===== src/rtl/pipeline_ctrl_gen_pkg.sv =====
// Shared definitions for the pipeline controller: default redirect vectors,
// the exception-type encoding, the FSM state encoding and the exception
// priority helper.
package pipeline_ctrl_gen_pkg;

  localparam logic [31:0] DEF_RESET_VECTOR = 32'hbfc0_0000;
  localparam logic [31:0] DEF_EXC_VECTOR   = 32'hbfc0_0380;

  typedef enum logic [1:0] {
    EXC_NONE    = 2'd0,
    EXC_ERET    = 2'd1,
    EXC_SYSCALL = 2'd2,
    EXC_BREAK   = 2'd3
  } exc_t;

  typedef enum logic {
    ST_IDLE    = 1'b0,
    ST_PENDING = 1'b1
  } state_t;

  // eret outranks syscall, which outranks break.
  function automatic exc_t exc_prio(input logic eret, input logic syscall, input logic brk);
    if (eret)         return EXC_ERET;
    else if (syscall) return EXC_SYSCALL;
    else if (brk)     return EXC_BREAK;
    else              return EXC_NONE;
  endfunction

endpackage


===== src/rtl/pipeline_ctrl_gen_if.sv =====
// Bundle of the controller's pipeline/CP0/PC-unit signals.
//   slave  : the controller (consumes requests/flags, drives stall/flush/redirect)
//   master : the pipeline side (drives requests/flags, observes results)
interface pipeline_ctrl_gen_if #(
  parameter int NUM_STAGES = 6,
  parameter int ADDR_W     = 32,
  parameter int CNT_W      = 16
);
  logic [NUM_STAGES-1:0] stall_req;
  logic                  stall_all;
  logic [ADDR_W-1:0]     cp0_epc;
  logic                  eret_flag;
  logic                  syscall_flag;
  logic                  break_flag;
  logic                  perf_clr;
  logic [NUM_STAGES-1:0] stall;
  logic                  flush;
  logic [ADDR_W-1:0]     exc_pc;
  logic                  exc_pending;
  logic [CNT_W-1:0]      stall_cycles;

  modport master (
    output stall_req, stall_all, cp0_epc, eret_flag, syscall_flag, break_flag, perf_clr,
    input  stall, flush, exc_pc, exc_pending, stall_cycles
  );

  modport slave (
    input  stall_req, stall_all, cp0_epc, eret_flag, syscall_flag, break_flag, perf_clr,
    output stall, flush, exc_pc, exc_pending, stall_cycles
  );
endinterface


===== src/rtl/pipeline_ctrl_gen_stall_mask_gen.sv =====
// Combinational thermometer encoder: a stall request at stage i holds
// stages 0..i, so mask bit i is set when any request at index >= i is set.
//   stall_req : per-stage stall requests
//   mask      : thermometer stall mask, bit 0 = PC
module stall_mask_gen #(
  parameter int NUM_STAGES = 6
) (
  input  logic [NUM_STAGES-1:0] stall_req,
  output logic [NUM_STAGES-1:0] mask
);
  genvar gi;
  generate
    for (gi = 0; gi < NUM_STAGES; gi++) begin : g_bit
      assign mask[gi] = |stall_req[NUM_STAGES-1:gi];
    end
  endgenerate
endmodule


===== src/rtl/pipeline_ctrl_gen.sv =====
// Pipeline controller: per-stage stall mask, flush/redirect generation for
// eret/syscall/break, holding of exceptions raised under a global stall, and
// a saturating stall-cycle counter.
//   clk, rst : clock and asynchronous active-high reset
//   bus      : pipeline_ctrl_gen_if.slave (requests/flags in; stall, flush,
//              exc_pc, exc_pending, stall_cycles out)
module pipeline_ctrl_gen
  import pipeline_ctrl_gen_pkg::*;
#(
  parameter int              NUM_STAGES   = 6,
  parameter int              ADDR_W       = 32,
  parameter logic [ADDR_W-1:0] EXC_VECTOR   = DEF_EXC_VECTOR,
  parameter logic [ADDR_W-1:0] RESET_VECTOR = DEF_RESET_VECTOR,
  parameter int              CNT_W        = 16
) (
  input logic              clk,
  input logic              rst,
  pipeline_ctrl_gen_if.slave bus
);

  logic [NUM_STAGES-1:0] req_mask;
  logic [NUM_STAGES-1:0] stall_next;
  logic                  flush_next;
  logic [ADDR_W-1:0]     target_next;
  exc_t                  live_type;

  state_t                state_reg;
  exc_t                  pend_type_reg;
  logic [ADDR_W-1:0]     pend_epc_reg;
  logic [CNT_W-1:0]      cnt_reg;

  stall_mask_gen #(.NUM_STAGES(NUM_STAGES)) u_mask (
    .stall_req (bus.stall_req),
    .mask      (req_mask)
  );

  assign live_type = exc_prio(bus.eret_flag, bus.syscall_flag, bus.break_flag);

  always_comb begin
    flush_next  = 1'b0;
    target_next = EXC_VECTOR;
    stall_next  = '0;
    if (state_reg == ST_PENDING) begin
      // Release fires on the first cycle stall_all is low; live flags ignored.
      flush_next  = !bus.stall_all;
      target_next = (pend_type_reg == EXC_ERET) ? pend_epc_reg : EXC_VECTOR;
    end else begin
      flush_next  = (live_type != EXC_NONE) && !bus.stall_all;
      target_next = (live_type == EXC_ERET) ? bus.cp0_epc : EXC_VECTOR;
    end
    if (rst) flush_next = 1'b0;
    // A flushed pipeline must clear rather than hold.
    if (!rst && !flush_next) stall_next = bus.stall_all ? '1 : req_mask;
  end

  assign bus.stall        = stall_next;
  assign bus.flush        = flush_next;
  assign bus.exc_pc       = flush_next ? target_next : RESET_VECTOR;
  assign bus.exc_pending  = (state_reg == ST_PENDING) && !rst;
  assign bus.stall_cycles = cnt_reg;

  always_ff @(posedge clk or posedge rst) begin
    if (rst) begin
      state_reg     <= ST_IDLE;
      pend_type_reg <= EXC_NONE;
      pend_epc_reg  <= '0;
    end else begin
      case (state_reg)
        ST_IDLE: begin
          if (live_type != EXC_NONE && bus.stall_all) begin
            state_reg     <= ST_PENDING;
            pend_type_reg <= live_type;
            pend_epc_reg  <= (live_type == EXC_ERET) ? bus.cp0_epc : '0;
          end
        end
        ST_PENDING: begin
          // First exception wins: nothing new is latched while pending.
          if (!bus.stall_all) begin
            state_reg     <= ST_IDLE;
            pend_type_reg <= EXC_NONE;
            pend_epc_reg  <= '0;
          end
        end
        default: state_reg <= ST_IDLE;
      endcase
    end
  end

  always_ff @(posedge clk or posedge rst) begin
    if (rst) begin
      cnt_reg <= '0;
    end else if (bus.perf_clr) begin
      cnt_reg <= '0;
    end else if (stall_next[0] && cnt_reg != '1) begin
      cnt_reg <= cnt_reg + 1'b1;
    end
  end

endmodule


===== src/flat_wrapper.sv =====
// flat-port wrapper written by rule: the top's interface ports become plain ports
module pipeline_ctrl_gen_flat import pipeline_ctrl_gen_pkg::*;
#(
  parameter int              NUM_STAGES   = 6,
  parameter int              ADDR_W       = 32,
  parameter logic [ADDR_W-1:0] EXC_VECTOR   = DEF_EXC_VECTOR,
  parameter logic [ADDR_W-1:0] RESET_VECTOR = DEF_RESET_VECTOR,
  parameter int              CNT_W        = 16
)
  (clk, rst, bus_stall_req, bus_stall_all, bus_cp0_epc, bus_eret_flag, bus_syscall_flag, bus_break_flag, bus_perf_clr, bus_stall, bus_flush, bus_exc_pc, bus_exc_pending, bus_stall_cycles);
  pipeline_ctrl_gen_if #(.NUM_STAGES(NUM_STAGES), .ADDR_W(ADDR_W), .CNT_W(CNT_W)) bus_i ();
  input logic clk;
  input logic rst;
  input wire logic [$bits(bus_i.stall_req)-1:0] bus_stall_req;
  input wire logic [$bits(bus_i.stall_all)-1:0] bus_stall_all;
  input wire logic [$bits(bus_i.cp0_epc)-1:0] bus_cp0_epc;
  input wire logic [$bits(bus_i.eret_flag)-1:0] bus_eret_flag;
  input wire logic [$bits(bus_i.syscall_flag)-1:0] bus_syscall_flag;
  input wire logic [$bits(bus_i.break_flag)-1:0] bus_break_flag;
  input wire logic [$bits(bus_i.perf_clr)-1:0] bus_perf_clr;
  output wire logic [$bits(bus_i.stall)-1:0] bus_stall;
  output wire logic [$bits(bus_i.flush)-1:0] bus_flush;
  output wire logic [$bits(bus_i.exc_pc)-1:0] bus_exc_pc;
  output wire logic [$bits(bus_i.exc_pending)-1:0] bus_exc_pending;
  output wire logic [$bits(bus_i.stall_cycles)-1:0] bus_stall_cycles;
  assign bus_i.stall_req = bus_stall_req;
  assign bus_i.stall_all = bus_stall_all;
  assign bus_i.cp0_epc = bus_cp0_epc;
  assign bus_i.eret_flag = bus_eret_flag;
  assign bus_i.syscall_flag = bus_syscall_flag;
  assign bus_i.break_flag = bus_break_flag;
  assign bus_i.perf_clr = bus_perf_clr;
  assign bus_stall = bus_i.stall;
  assign bus_flush = bus_i.flush;
  assign bus_exc_pc = bus_i.exc_pc;
  assign bus_exc_pending = bus_i.exc_pending;
  assign bus_stall_cycles = bus_i.stall_cycles;
  pipeline_ctrl_gen #(.NUM_STAGES(NUM_STAGES), .ADDR_W(ADDR_W), .EXC_VECTOR(EXC_VECTOR), .RESET_VECTOR(RESET_VECTOR), .CNT_W(CNT_W)) u_core (.clk(clk), .rst(rst), .bus(bus_i));
endmodule

===== config.mk =====
export PLATFORM = sky130hd
export DESIGN_NAME = pipeline_ctrl_gen_flat
export DESIGN_NICKNAME = d
export VERILOG_FILES = /design/src/rtl/pipeline_ctrl_gen_pkg.sv /design/src/rtl/pipeline_ctrl_gen_if.sv /design/src/rtl/pipeline_ctrl_gen_stall_mask_gen.sv /design/src/rtl/pipeline_ctrl_gen.sv /design/src/flat_wrapper.sv
export SDC_FILE = /design/constraint.sdc
export NUM_CORES = 1
export LEC_CHECK = 0
export ABC_AREA = 1
export BUFFER_PORTS_ARGS = -buffer_cell sky130_fd_sc_hd__clkbuf_2
export CAP_MARGIN = 10
export CORE_MARGIN = 2
export CORE_UTILIZATION = 30
export CTS_CLUSTER_SIZE = 14
export DETAILED_ROUTE_END_ITERATION = 8
export HOLD_SLACK_MARGIN = 0.08
export PLACE_DENSITY = 0.5
export SLEW_MARGIN = 40
export SYNTH_ARGS = -nofsm -noshare
export SYNTH_HDL_FRONTEND = slang
export SYNTH_SLANG_ARGS = --single-unit

===== constraint.sdc =====
create_clock -name clk -period 5.6 [get_ports clk]
set_clock_uncertainty 0.15 [all_clocks]
set_input_delay 1.12 -clock clk [delete_from_list [all_inputs] [get_ports clk]]
set_output_delay 1.12 -clock clk [all_outputs]
set_load 0.02 [all_outputs]

==> results.md <==
- Status: completed
- Crit end category: output port
- RD Place Congestion: 0.7795
- CTS max path bufs: 2
- Max_cap viols: 0
- Detailed Route WL: just over 8000 um
- Cell Rows: 37
- DRC: 0
- Worst Path Arrival: 3170 ps
- Worst Path Required: ~4300 ps
- Worst-path clk slew: 90 ps
- CORE AREA: 0.01018 mm2
- WL per Instance: 12.80 um
- Worst skew pair latency: 310 ps
- Tmin final: 4436 ps
- R2r endpoint: u_core.pend_epc_reg[2]$_DFFE_PP0P_
- Global-route wire length before repair: between 10000 and 15000 um
- Synth Register Bits: 51
- Die width: 105.8 um
- Antenna diode count: 0
- Synthesized cell area: 0.003112 mm2
- Post-place setup slack: 1183 ps
- Worst Setup EP: bus_exc_pc[15]
- Synth top area share: 0.4101
- Most common cell after layout, fill and taps aside: clkbuf_2
- Crit. Startpoint: bus_eret_flag
- Setup-failing EPs final: 0
- CTS H-tree lvls: 2
- Netlist cell types: 34
- Final net count: ~550
- Final Power: roughly 920 uW
- Cts bufs inserted: 5
- Critical R2R Launch: u_core.state_reg$_DFF_PP0_
- Sequential fraction of the synthesis area: 0.4101
- Yosys warns: 0
- Most frequent cells in the layout: clkbuf_2 (100), nand2_1 (88), dfrtp_1 (51), nor2_1 (41), a21oi_1 (38)
- PnR worst setup slack: 1164 ps
- Hold Fails Final Rpt: 0
- Drt first-iter violations: 124
- Share of layout cells above drive strength 1: 0.3020
- Root Driver: clkbuf_8
- Die area: approximately 0.011 mm2
- Max reg flops: 32
- Drt first pass iters: 4
- Cell total after placement: 629
- Gate Count Post-Synth: about 410
- Antenna viol nets, final: 0
- Cell Pwr Density: 240.9 mW/mm2
- Initial Util: 0.3055
- Via/cell ratio: 4.728
- Vias in the first global route: approximately 2900
- GRT Total Usage: 0.1493
- Syn_nets: 455
- CTS tree: done
- Max_slew headroom: 0.5500
- Critical-path maximum fanout: 21
- Worst Path Class, Setup: primary input to output port
- Crit path launch type: primary input
- Die Ht: 105.8 um
- Port bufs: 100
- Fin cells: 636
- P_leak: 0.001820 uW
- Setup_tns: 0 ps
- Syn avg cell area: 7.608 um2
- DP HPWL: 5893 um
- Reg2reg path depth: 7
- Peak supply drop: between 0.09 and 0.1 mV
- Syn-to-layout area delta: 23.04%
- RSZ-0062 raised after global routing: no
- Number of antenna violations at the first check in global routing: 0
- Total grt overflow: 0
- Setup Buffers After CTS: 0
- Worst R2R Setup Slack: 3700 ps
- Via count of the routed design: ~3000
- Largest net degree at the start of global routing: 53
- Worst hold path type: flip-flop to flip-flop
- IO Pins: 101
- Clock sink count: 51
- CTS Hold Bufs: 0
- Pins over their slew limit: 0
- Final period utilization: 0.7921
- Area leader, netlist: dfrtp_1
- Fmax achieved: 225.5 MHz
- Synth area leaders: dfrtp_1 (41%), nand2_1 (11%), a21oi_1 (6.1%), nand3_1 (5.8%), nor2_1 (4.9%)
- Slew of the pin with the lowest slew margin: 675.0 ps
- Number of gates resized after cts: 0
## layout make-up
cell class	count	area [um2]
clock buffers	5	68.82
clock inverters	2	37.54
fillers	1118	6356
inverters	43	162.7
multi-input cells	294	1560
flip-flops and latches	51	1276
well taps	136	170.2
repair buffers	105	553.0
## metrics by stage
stage,utilization,area [um2],hold WS [ps]
after global placement,0.3625,3692,361.4
after CTS,0.3759,3829,391.6
after global routing,0.3759,3829,405.4
after detailed placement,0.3655,3722,369.8
after floorplan,-,3112,345.3
final,0.3759,3829,385.4
## kinds of logic (layout without fill, tap and decap cells)
family,Yosys count,after routing,share of synthesized area
adder cells (fa/ha/maj),1,1,0.004020
AO/OA/AOI/OAI,75,75,0.1315
XOR/XNOR,7,7,0.01970
AND/OR/NAND/NOR,211,211,0.3438
buffers and inverters,64,155,0.09087
flip-flops,51,51,0.4101
## per-layer routing
metal / track usage / share of wire / vias to the layer above / wire (um)
met5: 0 / 0 / - / 0
met3: 0.02845 / 0.058 / 13 / 468
met2: 0.2470 / 0.44 / 86 / 3614
li1: - / - / 1522 / -
met1: 0.1988 / 0.48 / 1386 / 3901
met4: 0.04229 / 0.019 / 0 / 155
## worst max-delay path, stage by stage
cell and delay (ps):
clkbuf_2 310, clkinv_2 160, nand3_4 120, nand2_4 70, nor2_2 420, inv_1 460
a21oi_1 290, clkbuf_2 200
## power by group
| group | leakage [uW] | total (uW) | internal [uW] | switching [uW] |
|---|---|---|---|---|
| clock | 0.0000502 | 257 | 131 | 126 |
| sequential | 0.000665 | 445 | 419 | 26.8 |
| combinational | 0.00110 | 220 | 75.5 | 145 |
## worst min-delay path by stage
stage | to | slack [ps] | cells past startpoint | from
floorplan | u_core.pend_epc_reg[0]$_DFFE_PP0P_ | 350 | 2 | u_core.pend_epc_reg[0]$_DFFE_PP0P_
global route | u_core.pend_epc_reg[8]$_DFFE_PP0P_ | 410 | 2 | u_core.pend_epc_reg[8]$_DFFE_PP0P_
CTS | u_core.pend_epc_reg[8]$_DFFE_PP0P_ | 390 | 2 | u_core.pend_epc_reg[8]$_DFFE_PP0P_
finish | u_core.pend_epc_reg[4]$_DFFE_PP0P_ | 390 | 2 | u_core.pend_epc_reg[4]$_DFFE_PP0P_
global placement | u_core.pend_epc_reg[11]$_DFFE_PP0P_ | 360 | 2 | u_core.pend_epc_reg[11]$_DFFE_PP0P_
detailed placement | u_core.pend_epc_reg[4]$_DFFE_PP0P_ | 370 | 2 | u_core.pend_epc_reg[4]$_DFFE_PP0P_
## synthesized netlist by cell type
master,number
a21oi_1,38
a22oi_1,4
buf_1,1
buf_2,15
buf_4,1
buf_6,1
buf_8,1
clkbuf_1,2
clkinv_2,1
dfrtp_1,51
ha_1,1
inv_1,38
inv_2,4
nand2_1,88
nand2_2,3
nand2_4,3
nand3_1,36
nand3_2,11
nand3_4,1
nand3b_1,7
nand4_1,5
nand4_2,1
nor2_1,41
nor2_2,4
nor2_4,6
nor3_1,2
nor3_2,2
nor4_1,1
o21ai_0,17
o21ai_2,1
o21bai_1,1
o22ai_1,14
xnor2_1,1
xor2_1,6
Power figures use the tool's default switching activity.
